$ cat config.mk
export PLATFORM = sky130hd
export DESIGN_NAME = bram_copy_engine_flat
export DESIGN_NICKNAME = d
export VERILOG_FILES = /design/src/rtl/bram_copy_engine_pkg.sv /design/src/rtl/bram_copy_engine_if.sv /design/src/rtl/bram_copy_engine_rd_lat_pipe.sv /design/src/rtl/bram_copy_engine.sv /design/src/flat_wrapper.sv
export SDC_FILE = /design/constraint.sdc
export NUM_CORES = 1
export LEC_CHECK = 0
export ABC_AREA = 1
export CORE_MARGIN = 4
export CORE_UTILIZATION = 48
export CTS_CLUSTER_SIZE = 40
export DETAILED_ROUTE_END_ITERATION = 7
export MAX_ROUTING_LAYER = met4
export PLACE_DENSITY_LB_ADDON = 0.12
export SLEW_MARGIN = 20
export SYNTH_ARGS = -nofsm -noshare
export SYNTH_HDL_FRONTEND = slang
export SYNTH_SLANG_ARGS = --single-unit
$ cat constraint.sdc
create_clock -name clk -period 1.8 [get_ports clk]
set_clock_uncertainty 0.2 [all_clocks]
set_input_delay 0.36 -clock clk [delete_from_list [all_inputs] [get_ports clk]]
set_output_delay 0.36 -clock clk [all_outputs]
set_load 0.02 [all_outputs]
$ cat src/rtl/bram_copy_engine_pkg.sv
// Shared definitions for the camera frame-buffer BRAM copy path.
package pcam_bram_pkg;

  localparam int FRAME_W    = 320;
  localparam int FRAME_H    = 240;
  localparam int DEF_DEPTH  = FRAME_W * FRAME_H;
  localparam int DEF_ADDR_W = 17;
  localparam int DEF_DATA_W = 12;

  // Legacy-compatible FSM encoding shared by the copy engine.
  typedef logic [1:0] state_t;
  localparam state_t ST_IDLE  = 2'd0;
  localparam state_t ST_RUN   = 2'd1;
  localparam state_t ST_DRAIN = 2'd2;

endpackage

$ cat src/rtl/bram_copy_engine_if.sv
// Source-read / destination-write BRAM port bundle of the copy engine.
interface bram_copy_engine_if
  import pcam_bram_pkg::*;
#(
  parameter int ADDR_W = DEF_ADDR_W,
  parameter int DATA_W = DEF_DATA_W
);

  logic              src_en;
  logic [ADDR_W-1:0] src_addr;
  logic [DATA_W-1:0] src_rdata;
  logic              dst_we;
  logic [ADDR_W-1:0] dst_addr;
  logic [DATA_W-1:0] dst_wdata;

  modport master (
    output src_en, src_addr, dst_we, dst_addr, dst_wdata,
    input  src_rdata
  );

  modport slave (
    input  src_en, src_addr, dst_we, dst_addr, dst_wdata,
    output src_rdata
  );

endinterface

$ cat src/rtl/bram_copy_engine_rd_lat_pipe.sv
// Valid + address delay line matching the source BRAM read latency.
module rd_lat_pipe
  import pcam_bram_pkg::*;
#(
  parameter int RD_LAT = 2,
  parameter int ADDR_W = DEF_ADDR_W
) (
  input  logic              clk,
  input  logic              n_rst,
  input  logic              in_valid,
  input  logic [ADDR_W-1:0] in_addr,
  output logic              out_valid,
  output logic [ADDR_W-1:0] out_addr
);

  logic [RD_LAT-1:0] valid_q;
  logic [ADDR_W-1:0] addr_q [RD_LAT];

  // Shift each issued read along so it emerges when its data is on src_rdata.
  always_ff @(posedge clk or negedge n_rst) begin
    if (!n_rst) begin
      valid_q <= '0;
      for (int unsigned i = 0; i < RD_LAT; i++) addr_q[i] <= '0;
    end else begin
      valid_q[0] <= in_valid;
      addr_q[0]  <= in_addr;
      for (int unsigned i = 1; i < RD_LAT; i++) begin
        valid_q[i] <= valid_q[i-1];
        addr_q[i]  <= addr_q[i-1];
      end
    end
  end

  assign out_valid = valid_q[RD_LAT-1];
  assign out_addr  = addr_q[RD_LAT-1];

endmodule

$ cat src/rtl/bram_copy_engine.sv
// Copies one frame from a source BRAM to a destination BRAM, word by word,
// pausing whenever copy_enable is low and draining in-flight reads at frame end.
module bram_copy_engine
  import pcam_bram_pkg::*;
#(
  parameter int DEPTH  = DEF_DEPTH,
  parameter int ADDR_W = DEF_ADDR_W,
  parameter int DATA_W = DEF_DATA_W,
  parameter int RD_LAT = 2
) (
  input  logic                clk,
  input  logic                n_rst,
  input  logic                copy_enable,
  bram_copy_engine_if.master  bus,
  output logic                busy,
  output logic                frame_done,
  output logic [7:0]          frame_count
);

  localparam logic [ADDR_W-1:0] LAST_ADDR = ADDR_W'(DEPTH - 1);

  state_t            state;
  logic [ADDR_W-1:0] ptr;
  logic              pipe_valid;
  logic [ADDR_W-1:0] pipe_addr;
  logic              last_write;

  rd_lat_pipe #(
    .RD_LAT (RD_LAT),
    .ADDR_W (ADDR_W)
  ) u_pipe (
    .clk       (clk),
    .n_rst     (n_rst),
    .in_valid  (bus.src_en),
    .in_addr   (bus.src_addr),
    .out_valid (pipe_valid),
    .out_addr  (pipe_addr)
  );

  // The final word's data is on src_rdata now; it is written next cycle.
  assign last_write = (state == ST_DRAIN) && pipe_valid && (pipe_addr == LAST_ADDR);

  // Read-side FSM: issues ascending reads, pauses on copy_enable low.
  always_ff @(posedge clk or negedge n_rst) begin
    if (!n_rst) begin
      state        <= ST_IDLE;
      ptr          <= '0;
      bus.src_en   <= 1'b0;
      bus.src_addr <= '0;
      busy         <= 1'b0;
    end else begin
      bus.src_en <= 1'b0;
      case (state)
        ST_IDLE: begin
          ptr <= '0;
          if (copy_enable) begin
            state <= ST_RUN;
            busy  <= 1'b1;
          end else begin
            busy  <= 1'b0;
          end
        end
        ST_RUN: begin
          busy <= 1'b1;
          if (copy_enable) begin
            bus.src_en   <= 1'b1;
            bus.src_addr <= ptr;
            if (ptr == LAST_ADDR) state <= ST_DRAIN;
            else                  ptr   <= ptr + 1'b1;
          end
        end
        ST_DRAIN: begin
          if (last_write) begin
            state <= ST_IDLE;
            busy  <= 1'b0;
            ptr   <= '0;
          end else begin
            busy  <= 1'b1;
          end
        end
        default: begin
          state <= ST_IDLE;
          busy  <= 1'b0;
          ptr   <= '0;
        end
      endcase
    end
  end

  // Write side: land each completed read and flag the frame's last word.
  always_ff @(posedge clk or negedge n_rst) begin
    if (!n_rst) begin
      bus.dst_we    <= 1'b0;
      bus.dst_addr  <= '0;
      bus.dst_wdata <= '0;
      frame_done    <= 1'b0;
      frame_count   <= '0;
    end else begin
      bus.dst_we <= pipe_valid;
      if (pipe_valid) begin
        bus.dst_addr  <= pipe_addr;
        bus.dst_wdata <= bus.src_rdata;
      end
      frame_done <= last_write;
      if (last_write) frame_count <= frame_count + 8'd1;
    end
  end

endmodule
$ cat src/flat_wrapper.sv
// flat-port wrapper written by rule: the top's interface ports become plain ports
module bram_copy_engine_flat import pcam_bram_pkg::*;
#(
  parameter int DEPTH  = DEF_DEPTH,
  parameter int ADDR_W = DEF_ADDR_W,
  parameter int DATA_W = DEF_DATA_W,
  parameter int RD_LAT = 2
)
  (clk, n_rst, copy_enable, busy, frame_done, frame_count, bus_src_en, bus_src_addr, bus_dst_we, bus_dst_addr, bus_dst_wdata, bus_src_rdata);
  bram_copy_engine_if #(.ADDR_W(ADDR_W), .DATA_W(DATA_W)) bus_i ();
  input  logic clk;
  input  logic n_rst;
  input  logic copy_enable;
  output logic busy;
  output logic frame_done;
  output logic [7:0] frame_count;
  output wire logic [$bits(bus_i.src_en)-1:0] bus_src_en;
  output wire logic [$bits(bus_i.src_addr)-1:0] bus_src_addr;
  output wire logic [$bits(bus_i.dst_we)-1:0] bus_dst_we;
  output wire logic [$bits(bus_i.dst_addr)-1:0] bus_dst_addr;
  output wire logic [$bits(bus_i.dst_wdata)-1:0] bus_dst_wdata;
  input wire logic [$bits(bus_i.src_rdata)-1:0] bus_src_rdata;
  assign bus_src_en = bus_i.src_en;
  assign bus_src_addr = bus_i.src_addr;
  assign bus_dst_we = bus_i.dst_we;
  assign bus_dst_addr = bus_i.dst_addr;
  assign bus_dst_wdata = bus_i.dst_wdata;
  assign bus_i.src_rdata = bus_src_rdata;
  bram_copy_engine #(.DEPTH(DEPTH), .ADDR_W(ADDR_W), .DATA_W(DATA_W), .RD_LAT(RD_LAT)) u_core (.clk(clk), .n_rst(n_rst), .copy_enable(copy_enable), .bus(bus_i), .busy(busy), .frame_done(frame_done), .frame_count(frame_count));
endmodule
; ---- After elaboration in Yosys (flattened, before gate mapping)
; Cells that the tools add are included.
[classes]
add_sub_neg = 2
eq_ne = 9
mux = 13
reduce_logical = 6
[ops]
columns = op, count
row1 = 17-bit two-way mux, 3
row2 = "17-bit equality test, second input constant", 2
row3 = 17-bit case mux with 2 select lines, 1
row4 = "17-bit by 1-bit adder with 17-bit output, second input constant", 1
row5 = "8-bit by 1-bit adder with 8-bit output, second input constant", 1
row6 = 2-bit two-way mux, 4
row7 = "2-bit != test, second input constant", 3
row8 = 2-bit case mux with 3 select lines, 1
row9 = "2-bit by 1-bit != test with 1-bit output, second input constant", 2
row10 = 4-bit AND reduction, 1
row11 = 1-bit two-way mux, 3
row12 = 1-bit case mux with 3 select lines, 1
row13 = 3-bit AND reduction, 1
row14 = "2-bit by 1-bit equality test with 1-bit output, second input constant", 1
row15 = "2-bit equality test, second input constant", 1
row16 = 1-bit logical AND, 2
row17 = 2-bit zero test, 1
row18 = 2-bit AND reduction, 1
[totals]
reg_bits = 113
inputBits = 15
output_inout_bits = 58
word_cells = 43

; ---- Depth between registers and ports, before layout
; Gate-level depths: netlist of the first run.
[logic_depth]
depth_word = 5
mapped_depth = 11

; ---- Cells and area by module
; From an unflattened synthesis of the first run, not the netlist that was laid out.
[hier_totals]
hier_cells = 451
hier_area_um2 = 4568.1
[modules_own_cells]
columns = mod, n_inst, cells_each, area_per_inst_um2, seq_area_each_um2
row1 = bram_copy_engine, 1, 398, 3539.6, 1926.8
row2 = rd_lat_pipe, 1, 53, 1028.5, 900.9

; ---- Worst setup path before layout of the first run
; No wires, ideal clock.
[synth_timing]
path_type = register -> register
start = register u_core.ptr[0]
end = register u_core.ptr[8]
setup_ps = 78
t_arrival_ps = 1409
required_time_ps = 1522
slack_ps = 113
stages_incl_launch_ff = 11
n_path_buf = 1
cell_sequence = dfrtp_1 > ha_1 > nand2_2 > nor2_4 > nand3_2 > nor2_4 > nand2_2 > nand3_4 > buf_6 > nand2_2 > o21ai_1
[synth_between]
elab_chain_cells = 4
elab_cells_between_ends = 7
classes_between = add/sub (1) / eq/ne (2) / mux (3) / reduce/logical (1)
[synth_lines]
columns = item, line
row1 = start: declaration, bram_copy_engine.sv:23  ; logic [ADDR_W-1:0] ptr;
row2 = start signal: assignment, bram_copy_engine.sv:69  ; else ptr <= ptr + 1'b1;
row3 = 17-bit by 1-bit adder with 17-bit output, bram_copy_engine.sv:69
row4 = 17-bit two-way mux, bram_copy_engine.sv:68  ; if (ptr == LAST_ADDR) state <= ST_DRAIN;
row5 = 17-bit two-way mux, bram_copy_engine.sv:65  ; if (copy_enable) begin
row6 = 17-bit case mux with 2 select lines, bram_copy_engine.sv:53  ; case (state)
; Several ways; a longest one is shown, not always the timed one. The select of a mux whose other input is x is not followed.
; A chain may end at the register's enable or synchronous reset.

; ---- Final worst setup path of the first run
[layout_timing]
start = register u_core.ptr[1]
end = register u_core.ptr[13]
; Same word-level chain as after synthesis.

==> results.sh, run 1 <==
export IMPL_yosys_top_cells_area="dfrtp_1 (63%), nand2_1 (7.1%), mux2_2 (6.7%)"
export IMPL_grt_max_degree=36
export IMPL_critPathLaunchType="register"
export IMPL_synthTopCellsByCount="dfrtp_1 (113), nand2_1 (85), mux2_2 (27)"
export IMPL_yosysMostFrequentCell="dfrtp_1"
export IMPL_yosys_area_top_type="dfrtp_1"
export IMPL_vdd_drop_max_v=0.000893
export IMPL_final_util=0.683
export IMPL_cts_root_buf="clkbuf_8"
export IMPL_syn_instance_count=404
export IMPL_fmax_mhz=563
export IMPL_cts_sinks=113
export IMPL_syn_to_final_growth_pct=38.9
export IMPL_synth_flop_cell="dfrtp_1"
export IMPL_grt_overflow=0
export IMPL_worstPathArrival_ps=2000
export IMPL_maxSlewViolCount=0
export IMPL_slowest_delay_ps=400
export IMPL_holdWs_ps=66.6
export IMPL_grt_pass1_wl_um=15800
export IMPL_die_width_um=105
export IMPL_antenna_left=0
export IMPL_drt_iter0_drc=81
export IMPL_synth_seq_cells=113
export IMPL_dpl_worst_slack_ps=-58.9
export IMPL_wl_met1_um=4220
export IMPL_final_nets=538
export IMPL_highest_layer="met4"
export IMPL_grt_usage=0.187
export IMPL_syn_area_per_cell_um2=11.2
export IMPL_crit_chain="ha_4 -> nand2_4 -> nor2_4 -> nand3_4 -> nor2_4 -> nand2_2 -> nand3_4 -> clkbuf_16 -> nand2_2 -> o21ai_2"
export IMPL_setup_viol=0
export IMPL_ys_warn_count=0
export IMPL_antenna_found_initial=0
export IMPL_h_tree_depth=4
export IMPL_cp_required_ps=2020
export IMPL_worst_slack_ps=24.9
export IMPL_firstDrtPassIters=4
export IMPL_cp_max_fo=5
export IMPL_maxCapViolCount=0
export IMPL_hpwlAfterDp_um=6440
export IMPL_worstSetupPathType="register to register"
export IMPL_drc=0
export IMPL_cts_buffer_depth=2
export IMPL_ys_seq_area_frac=0.626
export IMPL_ios=73
export IMPL_synth_cell_types=30
export IMPL_critPathSlowestCell="dfrtp_1"
export IMPL_worst_slew_pin_slew_ps=368
export IMPL_synth_edff_count=0
export IMPL_leakagePower_nw=3.08
export IMPL_rsz0062_at_grt="yes"
export IMPL_met3WireLength_um=391
export IMPL_cts_buffers=17
export IMPL_grt_pass1_vias=3179
export IMPL_num_fill_cells=687
export IMPL_finalCritPeriodShare=0.986
export IMPL_insertion_delay_ps=500
export IMPL_instances_no_fill=644
export IMPL_hold_viol_final=0
export IMPL_die_h_um=105
export IMPL_period_minus_slack_ps=1780
export IMPL_start_util=0.491
export IMPL_cts_tree="yes"
export IMPL_rows=35
export IMPL_async_flop_share=1.00
export IMPL_endpoint_kind="register"
export IMPL_holdCritPathClass="primary input to async pin"
export IMPL_wl_um=9570
export IMPL_antenna_cells=0
export IMPL_dp_cells=597
export IMPL_core_area_um2=9200
export IMPL_port_buffers=72
export IMPL_synth_area_um2=4520
export IMPL_viasPerCell=4.95
export IMPL_synth_top_cell_area_share=0.626
export IMPL_drive_gt1_frac=0.325
export IMPL_fp_dieArea_um2=11000
export IMPL_wl_per_cell_um=14.9
export IMPL_status="completed"
export IMPL_p_per_area_nw_per_um2=1340
export IMPL_vias=3189
export IMPL_clk_pin_slew_ps=60
export IMPL_slew_limit_headroom=0.753
export IMPL_place_gp_congestion=0.803
export IMPL_wl_met2_um=4810
export IMPL_syn_nets=421
## layer usage
layer / vias up / global-route usage
met1: 1546 / 0.237
met5: - / -
met2: 75 / 0.290
met3: 12 / 0.0537
li1: 1556 / -
met4: 0 / 0.0619
## critical path, delay by kind of cell, from the launching register on
| family | cells | cell delay [ps] |
|---|---|---|
| AO/OA/AOI/OAI | 1 | 50 |
| AND/OR/NAND/NOR | 7 | 710 |
| flip-flops | 1 | 400 |
| adder cells (fa/ha/maj) | 1 | 170 |
| buffers and inverters | 1 | 180 |
## through the flow
stage / instance area (um2) / TNS [ps] / total power [mW]
finish: 6280 / 0 / 8.42
detailed placement: 5530 / -311 / 5.16
global placement: 5530 / -51.2 / 5.11
global route: 6280 / -680 / 8.80
CTS: 6090 / 0 / 8.26
floorplan: 4520 / 0 / 4.27
## cells by family (layout without fill, tap and decap cells)
family,Yosys count,in the layout,share of synthesized area
AND/OR/NAND/NOR,172,172,0.183
flip-flops,113,113,0.626
AO/OA/AOI/OAI,42,42,0.0601
buffers and inverters,39,168,0.0407
multiplexers,27,27,0.0673
XOR/XNOR,9,9,0.0174
adder cells (fa/ha/maj),2,2,0.00554
## final cells by class
type | count | area, um2 | share of cell area
clock buffer | 17 | 414 | 0.0660
clock inverter | 14 | 165 | 0.0263
inverter | 28 | 108 | 0.0171
multi-input combinational | 252 | 1570 | 0.250
sequential | 113 | 2830 | 0.450
tap | 111 | 139 | 0.0221
timing repair buffer | 109 | 1050 | 0.168
## worst paths after layout
path | cells after the start | to | slack (ps) | start
worst max register to register | 10 | u_core.ptr[13]$_DFFE_PN0P_ | 20 | u_core.ptr[1]$_DFFE_PN0P_
worst max-delay path | 10 | u_core.ptr[13]$_DFFE_PN0P_ | 20 | u_core.ptr[1]$_DFFE_PN0P_
worst min register to register | 0 | u_core.u_pipe.out_addr[13]$_DFF_PN0_ | 150 | u_core.u_pipe.addr_q[30]$_DFF_PN0_
worst min-delay path | 2 | u_core.bus.dst_addr[6]$_DFFE_PN0P_ | 70 | n_rst
max in group asynchronous | 3 | u_core.u_pipe.valid_q[0]$_DFF_PN0_ | 830 | n_rst
min in group clk | 0 | u_core.u_pipe.out_addr[13]$_DFF_PN0_ | 150 | u_core.u_pipe.addr_q[30]$_DFF_PN0_
## layout by cell type (no fill, tap or decap), types with 3 or more instances in the layout
| cell type | synthesis | final |
|---|---|---|
| buf_4 | 0 | 28 |
| inv_1 | 25 | 23 |
| nor2_2 | 3 | 9 |
| nor2_4 | 4 | 4 |
| xor2_1 | 5 | 5 |
| mux2_2 | 27 | 27 |
| bufinv_16 | 0 | 3 |
| nand2_1 | 85 | 85 |
| clkinv_2 | 0 | 5 |
| inv_2 | 3 | 4 |
| dlygate4sd2_1 | 0 | 20 |
| nor3_1 | 4 | 4 |
| clkbuf_16 | 0 | 18 |
| o21ai_0 | 15 | 15 |
| clkdlybuf4s15_1 | 0 | 21 |
| clkdlybuf4s50_1 | 0 | 13 |
| clkbuf_2 | 0 | 9 |
| nand3_1 | 19 | 19 |
| nand2_2 | 20 | 15 |
| nand4_1 | 5 | 5 |
| a21oi_1 | 4 | 4 |
| nor2_1 | 26 | 20 |
| xnor2_1 | 4 | 4 |
| o21ai_2 | 15 | 16 |
| o21ai_1 | 6 | 5 |
| buf_12 | 0 | 6 |
| nand2_4 | 1 | 6 |
| dfrtp_1 | 113 | 113 |
| clkdlybuf4s15_2 | 0 | 8 |
## power by group
part / internal [mW] / leakage (nW) / switching [mW]
registers: 2.86 / 1.53 / 0.172
clock network: 2.10 / 0.284 / 1.14
logic: 0.928 / 1.26 / 1.22
total: 5.89 / 3.08 / 2.53
## flip-flops by register name, summed over array words and instances, names as in the netlist, 8 cells and up
register and flops:
u_core.bus.dst_addr 17, u_core.bus.dst_wdata 12, u_core.bus.src_addr 17, u_core.frame_count 8, u_core.ptr 17, u_core.u_pipe.addr_q 17
u_core.u_pipe.out_addr 17
## repair_timing
action,4_1_cts,5_1_grt
setup endpoints to repair,70,45
hold buffers,1,0
pin swaps,0,6
setup buffers,0,12
cloned,0,3
endpoints found under the hold margin,113,0
resized for setup,89,42
Note: power is estimated with default switching activity, not from simulation.
==> run 2, diff against run 1 <==
- CTS_BUF_LIST: unset -> sky130_fd_sc_hd__clkbuf_4 sky130_fd_sc_hd__clkbuf_8 sky130_fd_sc_hd__clkbuf_16
==> results of run 2 <==
No change in the layout: final DEF, timing and power equal those of run 1.
==> run 3, diff against run 2 <==
- PLACE_DENSITY: unset -> 0.8
- PLACE_DENSITY_LB_ADDON: 0.12 -> unset
==> run 3 against run 2 <==
The run now ends with negative setup slack left. Count of clock-buffer cells in the layout unchanged. Largest power group unchanged. Combinational power up 9.3%. Clock power is 3% higher. Via count is 5.8% higher. Final cell count up 1.2%. Sequential power about the same. Sequential share of layout area decreased by 0.94 points. Critical path depth is 1 higher. Setup slack got worse by 150 ps. Flip-flop and latch count unchanged. Hold slack better by 0.84 ps. Maximum frequency is 8.0% lower.
==> results.sh, run 3 (synthesis results as in run 1) <==
export IMPL_status="finished, violations left"
export IMPL_violations="negative setup slack"
export IMPL_final_seq_area_um2=2830
export IMPL_place_gp_congestion=0.872
export IMPL_rsz0062_at_grt="yes"
export IMPL_tns_ps=-1730
export IMPL_vias=3373
export IMPL_hold_viol_final=0
export IMPL_grt_overflow=0
export IMPL_cp_startpoint="u_core.u_pipe.out_addr[8]$_DFF_PN0_"
export IMPL_grt_usage=0.216
export IMPL_die_width_um=105
export IMPL_maxCapViolCount=0
export IMPL_crit_top_cell="nand2_2"
export IMPL_antenna_cells=0
export IMPL_clkPwrFrac=0.382
export IMPL_syn_to_final_growth_pct=41.9
export IMPL_holdCritPathClass="primary input to async pin"
export IMPL_seq_power_share=0.349
export IMPL_swShare=0.305
export IMPL_cts_root_buf="clkbuf_8"
export IMPL_drt_iter0_drc=224
export IMPL_die_h_um=105
export IMPL_worstRegToRegCells=11
export IMPL_cp_max_fo=5
export IMPL_vdd_drop_max_v=0.000607
export IMPL_core_area_um2=9200
export IMPL_setup_viol=19
export IMPL_antenna_found_initial=0
export IMPL_slowest_delay_ps=350
export IMPL_wl_um=11500
export IMPL_ios=73
export IMPL_power_total_mw=8.72
export IMPL_start_util=0.491
export IMPL_endpoint_kind="register"
export IMPL_pwr_share_comb=0.270
export IMPL_port_buffers=72
export IMPL_critPathLaunchType="register"
export IMPL_cts_buffers=17
export IMPL_critPathSlowestCell="dfrtp_1"
export IMPL_timing_rr_end="u_core.ptr[0]$_DFFE_PN0P_"
export IMPL_final_util=0.697
export IMPL_reg2reg_slack_ps=-130
export IMPL_internal_power_mw=6.06
export IMPL_leakagePower_nw=3.07
export IMPL_slew_limit_headroom=0.742
export IMPL_cp_required_ps=1990
export IMPL_cts_buffer_depth=2
export IMPL_r2r_start="u_core.u_pipe.out_addr[8]$_DFF_PN0_"
export IMPL_cts_tree="yes"
export IMPL_hpwlAfterDp_um=6600
export IMPL_rows=35
export IMPL_insertion_delay_ps=510
export IMPL_drc=0
export IMPL_cts_sinks=113
export IMPL_clk_pin_slew_ps=60
export IMPL_cp_endpoint="u_core.ptr[0]$_DFFE_PN0P_"
export IMPL_fmax_mhz=518
export IMPL_antenna_left=0
export IMPL_period_minus_slack_ps=1930
export IMPL_firstDrtPassIters=5
export IMPL_final_cell_mix="dfrtp_1 (113), nand2_1 (81), buf_4 (30), mux2_2 (27), inv_1 (24)"
export IMPL_dpl_worst_slack_ps=-55.0
export IMPL_multiInputGateArea_um2=1590
export IMPL_h_tree_depth=4
export IMPL_worstSetupPathType="register to register"
export IMPL_grt_pass1_vias=3487
export IMPL_mostFrequentLayoutCell="dfrtp_1"
export IMPL_drive_gt1_frac=0.357
export IMPL_wl_per_cell_um=17.7
export IMPL_worstPathArrival_ps=2120
export IMPL_final_nets=545
export IMPL_finalCritPeriodShare=1.07
export IMPL_p_per_area_nw_per_um2=1360
export IMPL_power_switching_mw=2.66
export IMPL_worst_slew_pin_slew_ps=385
export IMPL_crit_chain="nand2_1 -> nor2_4 -> nand2_2 -> nor2_2 -> nand2_2 -> nand2_4 -> nand3_4 -> buf_12 -> buf_12 -> nand2_2 -> o21ai_2"
export IMPL_grt_pass1_wl_um=18100
export IMPL_grt_max_degree=43
export IMPL_fp_dieArea_um2=11000
export IMPL_viasPerCell=5.17
export IMPL_maxSlewViolCount=0
export IMPL_num_fill_cells=606
export IMPL_worst_slack_ps=-130
-- run 3: cell count changes in the layout (fill, tap and decap cells not counted), moves of 2 or more --
| cell | delta |
|---|---|
| clkinv_2 | -2 |
| nor2_1 | +2 |
| nand2_2 | +8 |
| nor2_4 | +3 |
| nor2_2 | -5 |
| nand2_1 | -4 |
| dlygate4sd2_1 | -7 |
| buf_6 | +5 |
| nand2_4 | -4 |
| clkinv_4 | +4 |
| buf_4 | +2 |
| clkdlybuf4s15_2 | +9 |
| clkinvlp_4 | -2 |
| clkdlybuf4s15_1 | -2 |
-- run 3: worst min-delay path by stage --
stage / depth (start not counted) / slack (ps) / end
after detailed placement: 1 / 40 / u_core.bus.dst_wdata[6]$_DFFE_PN0P_
after CTS: 2 / 50 / u_core.bus.dst_addr[4]$_DFFE_PN0P_
after global routing: 2 / 80 / u_core.u_pipe.out_addr[4]$_DFF_PN0_
final: 2 / 70 / u_core.bus.dst_wdata[6]$_DFFE_PN0P_
after floorplan: 0 / -140 / u_core.bus.dst_addr[0]$_DFFE_PN0P_
after global placement: 1 / 40 / u_core.bus.dst_addr[4]$_DFFE_PN0P_
-- run 3: cell type report --
class / instances / area share
Tap cell: 111 / 0.0217
Sequential cell: 113 / 0.441
Inverter: 28 / 0.0168
Clock buffer: 17 / 0.0646
Timing Repair Buffer: 116 / 0.180
Multi-Input combinational cell: 252 / 0.248
Clock inverter: 15 / 0.0287
-- run 3: per-layer routing --
metal	routed length, um	vias to the layer above	global-route usage	part of all wire
li1	-	1569	-	-
met1	4440	1674	0.239	0.39
met2	6310	108	0.379	0.55
met3	527	22	0.0537	0.046
met4	235	0	0.0778	0.020
met5	0	-	-	0
-- run 3: worst max-delay path, delay by kind of cell (launching register included) --
family | cells | cell delay, ps
compound gates | 1 | 60
buf+inv | 2 | 290
flops | 1 | 350
simple gates | 8 | 900
-- run 3: power by group through the flow --
stage / registers [mW] / logic [mW] / clock network [mW]
2_1_floorplan: 3.36 / 0.915 / 0
3_3_place_gp: 3.06 / 2.01 / 0
3_5_place_dp: 3.08 / 2.06 / 0
4_1_cts: 3.04 / 2.25 / 3.36
5_1_grt: 3.08 / 2.49 / 3.51
6_report: 3.04 / 2.35 / 3.33
-- run 3: what timing repair did --
item	in CTS	in global routing
pin swaps	9	12
resized for setup	123	38
setup endpoints to repair	76	59
hold buffers	1	0
gates cloned	2	2
setup buffers	10	13
hold endpoints to repair	113	0
-- run 3: per-stage QoR --
step	hold WS, ps	cell area [um2]	cells
final	67.5	6410	652
after CTS	54.4	6280	639
after detailed placement	35.7	5480	594
after global placement	35.5	5480	594
after floorplan	-136	4520	404
after global routing	75.3	6410	652
